[config.mk]
export PLATFORM = sky130hd
export DESIGN_NAME = hazard_scoreboard
export DESIGN_NICKNAME = d
export VERILOG_FILES = /design/src/rtl/hazard_scoreboard_pkg.sv /design/src/rtl/hazard_scoreboard_reg_scoreboard.sv /design/src/rtl/hazard_scoreboard.sv
export SDC_FILE = /design/constraint.sdc
export NUM_CORES = 1
export LEC_CHECK = 0
export BUFFER_PORTS_ARGS = -buffer_cell sky130_fd_sc_hd__buf_2
export CORE_ASPECT_RATIO = 0.6
export CORE_UTILIZATION = 53
export DETAILED_ROUTE_END_ITERATION = 7
export GPL_TIMING_DRIVEN = 0
export MAX_ROUTING_LAYER = met4
export PLACE_DENSITY = 0.82
export SLEW_MARGIN = 20
export SYNTH_ARGS = -nofsm -noshare
export SYNTH_HDL_FRONTEND = slang
export SYNTH_SLANG_ARGS = --single-unit
[constraint.sdc]
create_clock -name clk -period 2.91 [get_ports clk]
set_clock_uncertainty 0.2 [all_clocks]
set_input_delay 0.291 -clock clk [delete_from_list [all_inputs] [get_ports clk]]
set_output_delay 0.291 -clock clk [all_outputs]
set_load 0.1 [all_outputs]
[src/rtl/hazard_scoreboard_pkg.sv]
// Shared control-path types for the hazard unit: result source and forward select encodings.
package hazard_scoreboard_pkg;

    typedef enum logic [1:0] {
        RESULT_SRC_ALU    = 2'b00,
        RESULT_SRC_MEMORY = 2'b01,
        RESULT_SRC_PC4    = 2'b10
    } result_src_t;

    typedef enum logic [1:0] {
        FWD_RF  = 2'b00,
        FWD_WB  = 2'b01,
        FWD_MEM = 2'b10
    } forward_sel_t;

    localparam int PERF_CNT_W = 32;

endpackage

[src/rtl/hazard_scoreboard_reg_scoreboard.sv]
// Per-register pending bits for long-latency ops, in-flight count and sticky protocol error.
module reg_scoreboard #(
    parameter int NUM_REGS   = 32,
    parameter int REG_ADDR_W = $clog2(NUM_REGS),
    parameter int LONG_DEPTH = 4,
    parameter int CNT_W      = $clog2(LONG_DEPTH + 1)
) (
    input  logic                  clk,
    input  logic                  rst_n,
    input  logic                  i_issue,
    input  logic [REG_ADDR_W-1:0] i_issue_rd,
    input  logic                  i_wb_valid,
    input  logic [REG_ADDR_W-1:0] i_wb_rd,
    input  logic [REG_ADDR_W-1:0] i_rs1,
    input  logic [REG_ADDR_W-1:0] i_rs2,
    input  logic [REG_ADDR_W-1:0] i_rd,
    output logic                  o_pend_rs1,
    output logic                  o_pend_rs2,
    output logic                  o_pend_rd,
    output logic [CNT_W-1:0]      o_count,
    output logic [NUM_REGS-1:0]   o_pending,
    output logic                  o_err
);

    logic [NUM_REGS-1:0] r_pending;
    logic [CNT_W-1:0]    r_count;
    logic                r_err;
    logic [NUM_REGS-1:0] w_pending_nxt;
    logic [CNT_W-1:0]    w_count_nxt;
    logic                w_err_ev;

    // Clear before set so a same-edge issue to the written-back register stays pending.
    always_comb begin
        w_pending_nxt = r_pending;
        if (i_wb_valid) begin
            w_pending_nxt[i_wb_rd] = 1'b0;
        end
        if (i_issue && (i_issue_rd != '0)) begin
            w_pending_nxt[i_issue_rd] = 1'b1;
        end
        w_pending_nxt[0] = 1'b0;
    end

    always_comb begin
        w_count_nxt = r_count;
        if (i_issue && !i_wb_valid) begin
            w_count_nxt = r_count + CNT_W'(1);
        end else if (!i_issue && i_wb_valid && (r_count != '0)) begin
            w_count_nxt = r_count - CNT_W'(1);
        end
    end

    assign w_err_ev = i_wb_valid &&
                      ((r_count == '0) || ((i_wb_rd != '0) && !r_pending[i_wb_rd]));

    always_ff @(posedge clk or negedge rst_n) begin
        if (!rst_n) begin
            r_pending <= '0;
            r_count   <= '0;
            r_err     <= 1'b0;
        end else begin
            r_pending <= w_pending_nxt;
            r_count   <= w_count_nxt;
            r_err     <= r_err | w_err_ev;
        end
    end

    assign o_pend_rs1 = r_pending[i_rs1];
    assign o_pend_rs2 = r_pending[i_rs2];
    assign o_pend_rd  = r_pending[i_rd];
    assign o_count    = r_count;
    assign o_pending  = r_pending;
    assign o_err      = r_err;

endmodule

[src/rtl/hazard_scoreboard.sv]
// Pipeline hazard unit: forwarding, load-use/scoreboard stalls, long-unit structural stall, flushes.
// Optional performance counters are enabled by defining HAZARD_PERF_CNT_EN.
module hazard_scoreboard
    import hazard_scoreboard_pkg::*;
#(
    parameter int NUM_REGS   = 32,
    parameter int REG_ADDR_W = $clog2(NUM_REGS),
    parameter int LONG_DEPTH = 4
) (
    input  logic                  clk,
    input  logic                  rst_n,
    input  logic [REG_ADDR_W-1:0] d_rs1,
    input  logic [REG_ADDR_W-1:0] d_rs2,
    input  logic [REG_ADDR_W-1:0] d_rd,
    input  logic                  d_reg_write,
    input  logic [REG_ADDR_W-1:0] e_rs1,
    input  logic [REG_ADDR_W-1:0] e_rs2,
    input  logic [REG_ADDR_W-1:0] e_rd,
    input  logic [REG_ADDR_W-1:0] m_rd,
    input  logic [REG_ADDR_W-1:0] w_rd,
    input  logic                  e_pc_src,
    input  result_src_t           e_result_src,
    input  logic                  e_long_op,
    input  logic                  m_reg_write,
    input  logic                  w_reg_write,
    input  logic                  lu_wb_valid,
    input  logic [REG_ADDR_W-1:0] lu_wb_rd,
    output logic                  f_stall,
    output logic                  d_stall,
    output logic                  e_stall,
    output logic                  d_flush,
    output logic                  e_flush,
    output logic                  m_flush,
    output forward_sel_t          e_forward_a,
    output forward_sel_t          e_forward_b,
    output logic [NUM_REGS-1:0]   sb_pending,
    output logic                  sb_err
`ifdef HAZARD_PERF_CNT_EN
    ,
    output logic [PERF_CNT_W-1:0] perf_stall_cyc,
    output logic [PERF_CNT_W-1:0] perf_struct_cyc,
    output logic [PERF_CNT_W-1:0] perf_flush_cyc
`endif
);

    localparam int CNT_W = $clog2(LONG_DEPTH + 1);

    logic             w_pend_rs1;
    logic             w_pend_rs2;
    logic             w_pend_rd;
    logic [CNT_W-1:0] w_count;
    logic             w_lw_stall;
    logic             w_e_long_hit;
    logic             w_sb_stall;
    logic             w_lu_full;
    logic             w_issue;

    function automatic forward_sel_t fwd_sel(input logic [REG_ADDR_W-1:0] rs,
                                             input logic [REG_ADDR_W-1:0] mrd,
                                             input logic                  mwe,
                                             input logic [REG_ADDR_W-1:0] wrd,
                                             input logic                  wwe);
        if ((rs != '0) && mwe && (mrd == rs)) begin
            return FWD_MEM;
        end else if ((rs != '0) && wwe && (wrd == rs)) begin
            return FWD_WB;
        end
        return FWD_RF;
    endfunction

    reg_scoreboard #(
        .NUM_REGS   (NUM_REGS),
        .REG_ADDR_W (REG_ADDR_W),
        .LONG_DEPTH (LONG_DEPTH),
        .CNT_W      (CNT_W)
    ) u_reg_scoreboard (
        .clk        (clk),
        .rst_n      (rst_n),
        .i_issue    (w_issue),
        .i_issue_rd (e_rd),
        .i_wb_valid (lu_wb_valid),
        .i_wb_rd    (lu_wb_rd),
        .i_rs1      (d_rs1),
        .i_rs2      (d_rs2),
        .i_rd       (d_rd),
        .o_pend_rs1 (w_pend_rs1),
        .o_pend_rs2 (w_pend_rs2),
        .o_pend_rd  (w_pend_rd),
        .o_count    (w_count),
        .o_pending  (sb_pending),
        .o_err      (sb_err)
    );

    assign e_forward_a = fwd_sel(e_rs1, m_rd, m_reg_write, w_rd, w_reg_write);
    assign e_forward_b = fwd_sel(e_rs2, m_rd, m_reg_write, w_rd, w_reg_write);

    assign w_lw_stall = (e_result_src == RESULT_SRC_MEMORY) && (e_rd != '0) &&
                        ((d_rs1 == e_rd) || (d_rs2 == e_rd));

    // A long op sitting in E is not yet in the scoreboard, so D must compare against it directly.
    assign w_e_long_hit = e_long_op && (e_rd != '0) &&
                          ((d_rs1 == e_rd) || (d_rs2 == e_rd) || (d_reg_write && (d_rd == e_rd)));

    assign w_sb_stall = w_pend_rs1 || w_pend_rs2 || (d_reg_write && w_pend_rd) || w_e_long_hit;
    assign w_lu_full  = e_long_op && (w_count == CNT_W'(LONG_DEPTH)) && !lu_wb_valid;
    assign w_issue    = e_long_op && !w_lu_full;

    always_comb begin
        f_stall = 1'b0;
        d_stall = 1'b0;
        e_stall = 1'b0;
        d_flush = 1'b0;
        e_flush = 1'b0;
        m_flush = 1'b0;
        if (w_lu_full) begin
            f_stall = 1'b1;
            d_stall = 1'b1;
            e_stall = 1'b1;
            m_flush = 1'b1;
        end else begin
            f_stall = w_lw_stall || w_sb_stall;
            d_stall = w_lw_stall || w_sb_stall;
            e_flush = w_lw_stall || w_sb_stall || e_pc_src;
            d_flush = e_pc_src;
        end
    end

`ifdef HAZARD_PERF_CNT_EN
    logic [PERF_CNT_W-1:0] r_perf_stall;
    logic [PERF_CNT_W-1:0] r_perf_struct;
    logic [PERF_CNT_W-1:0] r_perf_flush;

    always_ff @(posedge clk or negedge rst_n) begin
        if (!rst_n) begin
            r_perf_stall  <= '0;
            r_perf_struct <= '0;
            r_perf_flush  <= '0;
        end else begin
            if (d_stall) begin
                r_perf_stall <= r_perf_stall + PERF_CNT_W'(1);
            end
            if (w_lu_full) begin
                r_perf_struct <= r_perf_struct + PERF_CNT_W'(1);
            end
            if (d_flush || e_flush) begin
                r_perf_flush <= r_perf_flush + PERF_CNT_W'(1);
            end
        end
    end

    assign perf_stall_cyc  = r_perf_stall;
    assign perf_struct_cyc = r_perf_struct;
    assign perf_flush_cyc  = r_perf_flush;
`endif

endmodule

; Yosys cells after proc, flatten, opt, wreduce, memory -nomap -nowiden
; Cells that the tools add are included.
[word_totals]
output_inout_bits = 43
mem_bits_ro = 0
ram_bits = 0
memories = 0
latch_bits = 0
ff_bits = 35
[classes]
n_shift = 0
add_sub_neg = 2
reduce_logical = 44
n_mux = 30
bitwise = 4
n_lt_le_gt_ge = 7
eq_ne = 9
n_div = 0
mul = 0
[op_table]
columns = operator, count
row1 = 32-bit two-way mux, 2
row2 = 5-bit equality test, 7
row3 = 32-bit AND, 1
row4 = 32-bit inverter, 1
row5 = 32-bit bitwise OR, 1
row6 = "5-bit by 6-bit < comparator with 1-bit output, second input constant", 5
row7 = 1-bit logical AND, 25
row8 = 1-bit binary-select mux with 5-bit select, 4
row9 = 5-bit nonzero test, 4
row10 = 1-bit two-way mux, 14
row11 = 2-bit two-way mux, 6
row12 = 1-bit demux with 5-bit select, 2
row13 = "5-bit by 1-bit >= comparator with 1-bit output, second input constant", 2
row14 = 1-bit logical OR, 8
row15 = 3-bit two-way mux, 2
row16 = 1-bit logical NOT, 4
row17 = "3-bit by 1-bit adder with 3-bit output, second input constant", 1
row18 = "3-bit equality test, second input constant", 1
row19 = 3-bit logical NOT, 1
row20 = 3-bit nonzero test, 1
row21 = "3-bit by 1-bit subtractor with 3-bit output, second input constant", 1
row22 = "2-bit by 1-bit equality test with 1-bit output, second input constant", 1
row23 = 2-bit nonzero test, 1
row24 = 1-bit bitwise OR, 1

; Longest topological paths before layout
[depth]
ltp_word = 10
mapped_depth = 9

; Modules after synthesis
; A second synthesis with hierarchy kept.
[hier_totals]
cells_unflattened = 357
area_unflattened_um2 = 3319.4
[by_module_without_submodules]
columns = module, area_each_um2, cells_per_inst, instances
row1 = reg_scoreboard, 2758.9, 284, 1
row2 = hazard_scoreboard, 560.5, 73, 1

; Worst setup path before layout
; Ideal clock, no wire load.
[synth_timing]
path_kind = in2out
start = in e_rs1[2]
end = out e_forward_a[0]
cell_stages = 4
path_buffers = 0
arrival_time_ns = 5.388
slack_ns = -2.969
path_cell_list = xnor2_1 > nand4_1 > nor4_1 > nor4_1
[synth_via]
elab_chain_cells = 6
[synth_lines]
columns = item, line
row1 = start: declaration, hazard_scoreboard.sv:16  ; input logic [REG_ADDR_W-1:0] e_rs1,
row2 = 5-bit nonzero test, "hazard_scoreboard.sv:63, hazard_scoreboard.sv:65"
row3 = 1-bit logical AND (2 in series), hazard_scoreboard.sv:65  ; end else if ((rs != '0) && wwe && (wrd == rs)) begin
row4 = 1-bit two-way mux, hazard_scoreboard.sv:65
row5 = 1-bit two-way mux, hazard_scoreboard.sv:63  ; if ((rs != '0) && mwe && (mrd == rs)) begin
row6 = 2-bit two-way mux *, hazard_scoreboard.sv:68  ; return FWD_RF;
row7 = end: declaration, hazard_scoreboard.sv:34  ; output forward_sel_t e_forward_a,
; Mark *: on every way between the ends. The rest lies on a longest branch, timed or not.

; Worst setup path after layout
[layout_timing]
start = reg u_reg_scoreboard.r_pending[19] (netlist: u_reg_scoreboard.o_pending[19])
end = out f_stall
[layout_via]
elab_chain_cells = 7
[layout_lines]
columns = item, line
row1 = start: declaration, hazard_scoreboard_reg_scoreboard.sv:25  ; logic [NUM_REGS-1:0] r_pending;
row2 = start signal: assignment, hazard_scoreboard_reg_scoreboard.sv:62  ; r_pending <= w_pending_nxt;
row3 = "1-bit binary-select mux with 5-bit select, on equally long branches", "hazard_scoreboard_reg_scoreboard.sv:68, hazard_scoreboard_reg_scoreboard.sv:69, hazard_scoreboard_reg_scoreboard.sv:70"
row4 = "1-bit two-way mux, on equally long branches", "hazard_scoreboard_reg_scoreboard.sv:68, hazard_scoreboard_reg_scoreboard.sv:69, hazard_scoreboard_reg_scoreboard.sv:70"
row5 = 1-bit logical OR or 1-bit logical AND (tied branches), hazard_scoreboard.sv:104  ; assign w_sb_stall = w_pend_rs1 || w_pend_rs2 || (d_reg_write && w_pend_rd) || w_e_long_hit;
row6 = 1-bit logical OR * (2 in series), hazard_scoreboard.sv:104
row7 = 1-bit logical OR *, hazard_scoreboard.sv:121  ; f_stall = w_lw_stall || w_sb_stall;
row8 = 1-bit two-way mux *, hazard_scoreboard.sv:115  ; if (w_lu_full) begin
row9 = end: declaration, hazard_scoreboard.sv:28  ; output logic f_stall,
; Mark *: on every way between the ends. The rest lies on a longest branch, timed or not. The select of a mux whose other input is x is not followed.

==> summary.md <==
| Metric | Value |
|---|---|
| Number of synthesized register bits | `35` |
| Type of the worst setup path | `reg -> out` |
| Biggest fanout along the worst timing path | `6` |
| Netlist area before placement | `3230 um2` |
| CTS tree | `done` |
| Antenna violation net count after detailed routing | `0` |
| Critical Path Sink Type | `output pin` |
| Setup ws final | `-0.119 ns` |
| Startpoint Class | `register` |
| Insertion delay of the later-clocked pin in the worst-skew pair | `0.29 ns` |
| Count of input and output buffers | `87` |
| Outcome | `complete, but fails checks` |
| Floorplan die area | `6420 um2` |
| Violations in the final reports | `negative setup slack` |
| Avg Vias per Cell | `6.68` |
| Setup repair after global routing missed its margin | `true` |
| Nets | `around 500` |
| Post-Route Setup TNS | `-0.264 ns` |
| Power per Cell Area | `784 nW/um2` |
| Achievable clock frequency | `330 MHz` |
| Antenna Cells | `0` |
| Ratio of cells with drive above 1 in the final layout | `between 40 and 50%` |
| Fraction of power spent switching nets | `a little under three fifths` |
| Post-synth EDFFs | `0` |
| Post-synthesis average cell area | `9.42 um2` |
| Number of design rule violations left after detail routing | `0` |
| Combinational family with the most area after synthesis | `multiplexers` |
| Cell taking the most area after synthesis | `sky130_fd_sc_hd__dfrtp_1` |
| Syn nets | `399` |
| Worst hold path class | `in -> reg` |
| Total detailed-routing wirelength | `11300 um` |
| Hold violation count in the final report | `0` |
| Reported net switching power | `about 1.8 mW` |
| Sequential cell fraction of total power | `28.0%` |
| Maximum buffer depth of the clock tree | `2` |
| Mux contribution to synthesized area | `approximately 23%` |
| Via count | `3527` |
| Final worst-path cycle share | `104%` |
| Area contributors post-synth | `sky130_fd_sc_hd__dfrtp_1 27%, sky130_fd_sc_hd__o21ai_0 9.5%, sky130_fd_sc_hd__mux4_2 8.4%, sky130_fd_sc_hd__mux2i_1 6.8%, sky130_fd_sc_hd__mux4_1 6.5%` |
| DIE HEIGHT | `62.5 um` |
| Remaining global-route overflow | `0` |
| Post-Synthesis Cells | `343` |
| Clock-pin slew of the registers on the worst-case setup and hold paths | `0.07 ns` |
| Xor/xnor share of the synthesized area | `under 10%` |
| Area added between synthesis and finish | `28.0%` |
| Final period demand of the worst path | `3.03 ns` |
| Data required time of the critical path | `2.42 ns` |
| Num CTS Buffers | `5` |
| Largest net degree at the start of global routing | `36` |
| Number of fill cells in the layout | `457` |
| Number of max-capacitance violations reported | `0` |
| Number of distinct library cell variants in the gate-level netlist after synthesis | `50` |
| Antenna violations before repair | `0` |
| Storage cell area | `roughly 950 um2` |
| Clock sink total | `35` |
| Cell-internal power | `1.40 mW` |
| Area of the core | `5730 um2` |
| Yosys top cell area share | `27.1%` |
| Worst-margin pin slew | `0.768 ns` |
| Top cells by instance count after synthesis | `61 x sky130_fd_sc_hd__o21ai_0, 35 x sky130_fd_sc_hd__dfrtp_1, 22 x sky130_fd_sc_hd__mux2i_1` |
| First-pass GRT wire length | `17200 um` |
| Combinational share of power | `60.6%` |
| Async S/R FF share, synth | `100%` |
| Adder-cell area share of the yosys netlist | `less than 1%` |
| Number of rows created at floorplan | `21` |
| LEAKAGE | `1.68 nW` |
| Total iterations of the first detailed-routing run | `6` |
| Clk Tree Root Cell | `sky130_fd_sc_hd__clkbuf_8` |
| Worst slew margin | `just under 50%` |
| Vias in the first global route | `3263` |
| All-layer global routing usage | `between 30% and 40%` |
| Predominant post-synthesis flop cell | `sky130_fd_sc_hd__dfrtp_1` |
| End-of-flow core utilization | `between 70% and 80%` |
| Starting density of the core | `approximately 56%` |
| Worst VDD drop | `about 0.8 mV` |
| Synth Area in Compound Gates | `16.7%` |
| First DRT Iteration DRCs | `467` |
| Die Wd | `~100 um` |
| Total of warnings raised by yosys | `0` |
| GP Congestion | `~0.96` |
| Placed wire-length estimate after detailed placement | `just over 8000 um` |
| Area taken by multi-input logic gates | `2300 um2` |
| Total setup violations reported at the end of the flow | `3` |
| Deepest level of the CTS H-tree | `2` |
| Data arrival time of the critical path | `2.54 ns` |
| Number of max-slew violations in the final report | `0` |
| Portion of the post-synthesis area used by sequential elements | `a little over a quarter` |
| Power share of the clock group | `11.3%` |
| IO Count | `98` |
| Per-cell routed wire length | `21.3 um` |
| Cell with the most instances after synthesis | `sky130_fd_sc_hd__o21ai_0` |
| Simple logic cell fraction of the synthesized area | `18.4%` |
## per-layer routing
layer | part of all wire [%] | vias up | global-route usage, %
met3 | 15 | 39 | 10.1
met5 | 0 | - | -
met2 | 43 | 287 | 51.4
met4 | 2.5 | 0 | 10.6
li1 | - | 1506 | -
met1 | 40 | 1695 | 53.5
## state kept, by name, summed over array words and instances (netlist names)
name	count
u_reg_scoreboard.o_count	3
u_reg_scoreboard.o_err	1
u_reg_scoreboard.o_pending	31
## layout by cell type (no fill, tap or decap), types with 2 or more instances in the layout
master	synthesis	final
sky130_fd_sc_hd__a21oi_1	7	6
sky130_fd_sc_hd__a221oi_1	2	2
sky130_fd_sc_hd__a22oi_1	3	3
sky130_fd_sc_hd__and2_1	3	2
sky130_fd_sc_hd__buf_12	0	2
sky130_fd_sc_hd__buf_2	5	89
sky130_fd_sc_hd__buf_4	3	12
sky130_fd_sc_hd__buf_6	4	5
sky130_fd_sc_hd__clkbuf_1	10	11
sky130_fd_sc_hd__clkbuf_8	0	6
sky130_fd_sc_hd__dfrtp_1	35	4
sky130_fd_sc_hd__dfrtp_2	0	16
sky130_fd_sc_hd__dfrtp_4	0	15
sky130_fd_sc_hd__inv_1	4	4
sky130_fd_sc_hd__mux2_2	4	3
sky130_fd_sc_hd__mux2i_1	22	22
sky130_fd_sc_hd__mux4_1	8	5
sky130_fd_sc_hd__mux4_2	12	15
sky130_fd_sc_hd__nand2_1	20	19
sky130_fd_sc_hd__nand2b_1	8	8
sky130_fd_sc_hd__nand3_1	11	11
sky130_fd_sc_hd__nand3b_1	9	9
sky130_fd_sc_hd__nand4_1	9	9
sky130_fd_sc_hd__nand4b_1	2	2
sky130_fd_sc_hd__nor2_1	13	13
sky130_fd_sc_hd__nor2b_1	10	10
sky130_fd_sc_hd__nor3_1	4	2
sky130_fd_sc_hd__nor3_2	0	2
sky130_fd_sc_hd__nor4_4	0	4
sky130_fd_sc_hd__o21ai_0	61	61
sky130_fd_sc_hd__o21ai_1	2	2
sky130_fd_sc_hd__o22ai_1	3	3
sky130_fd_sc_hd__o32ai_1	2	2
sky130_fd_sc_hd__or3_1	2	2
sky130_fd_sc_hd__or3b_2	4	4
sky130_fd_sc_hd__or4_1	3	3
sky130_fd_sc_hd__xnor2_1	21	21
sky130_fd_sc_hd__xor2_1	14	14
## area by class of cell
type	count	area share (%)
repair buffers	97	13.0
well taps	80	2.42
clock buffers	7	2.09
clock inverters	1	0.121
multi-input cells	282	55.6
plain buffers	22	3.45
flip-flops and latches	35	23.0
inverters	4	0.363
## path summary, 6_finish.rpt
kind | endpoint | from | cells past startpoint | slack (ns)
min in group asynchronous | u_reg_scoreboard.o_count[0]$_DFFE_PN0P_ | rst_n | 2 | 0.42
max in group asynchronous | u_reg_scoreboard.o_pending[25]$_DFF_PN0_ | rst_n | 2 | 1.52
min reg2reg | u_reg_scoreboard.o_err$_DFF_PN0_ | u_reg_scoreboard.o_err$_DFF_PN0_ | 1 | 0.27
min | u_reg_scoreboard.o_pending[1]$_DFF_PN0_ | e_rd[4] | 3 | 0.21
max | f_stall | u_reg_scoreboard.o_pending[19]$_DFF_PN0_ | 9 | -0.12
max reg2reg | u_reg_scoreboard.o_pending[2]$_DFF_PN0_ | u_reg_scoreboard.o_count[0]$_DFFE_PN0P_ | 4 | 0.78
## per-stage QoR
stage | cell area (um2) | power, mW | cells | hold slack (ns) | setup slack [ns]
floorplan | 3400 | 2.33 | 343 | -0.205 | -0.0717
global placement | 3930 | 2.70 | 510 | 0.197 | -0.105
detailed placement | 3930 | 2.74 | 510 | 0.200 | -0.131
CTS | 4140 | 3.19 | 528 | 0.198 | -0.0974
global route | 4140 | 3.34 | 528 | 0.207 | -0.208
finish | 4140 | 3.24 | 528 | 0.211 | -0.119
## logic make-up (layout without fill, tap and decap cells)
| family | Yosys count | in the layout |
|---|---|---|
| and+or+nand+nor | 106 | 106 |
| AOI/OAI and AO/OA | 93 | 93 |
| muxes | 46 | 46 |
| xor gates and xnor gates | 35 | 35 |
| DFF | 35 | 35 |
| buffers and inverters | 26 | 131 |
| adders and majority gates | 1 | 1 |
| other | 1 | 1 |
## critical path, cell delays in order (launching register included)
cell and delay (ns):
sky130_fd_sc_hd__dfrtp_4 0.53, sky130_fd_sc_hd__mux4_2 0.47, sky130_fd_sc_hd__mux2_4 0.28, sky130_fd_sc_hd__a21oi_2 0.11, sky130_fd_sc_hd__o31ai_1 0.09, sky130_fd_sc_hd__a311oi_2 0.26
sky130_fd_sc_hd__buf_4 0.17, sky130_fd_sc_hd__nand2_4 0.05, sky130_fd_sc_hd__buf_12 0.13, sky130_fd_sc_hd__buf_12 0.15
## power groups by stage
stage / Clock [mW] / Sequential (mW) / Combinational (mW)
2_1_floorplan: 0 / 1.62 / 0.709
3_3_place_gp: 0 / 0.900 / 1.80
3_5_place_dp: 0 / 0.910 / 1.83
4_1_cts: 0.367 / 0.881 / 1.94
5_1_grt: 0.389 / 0.914 / 2.04
6_report: 0.368 / 0.909 / 1.97
## timing repair
action	4_1_cts	5_1_grt
endpoints found under the hold margin	35	0
pin swaps	2	0
resized for setup	10	0
hold buffers	1	0
setup endpoints to repair	3	3
setup buffers	9	0
Note: power is estimated with default switching activity, not from simulation.
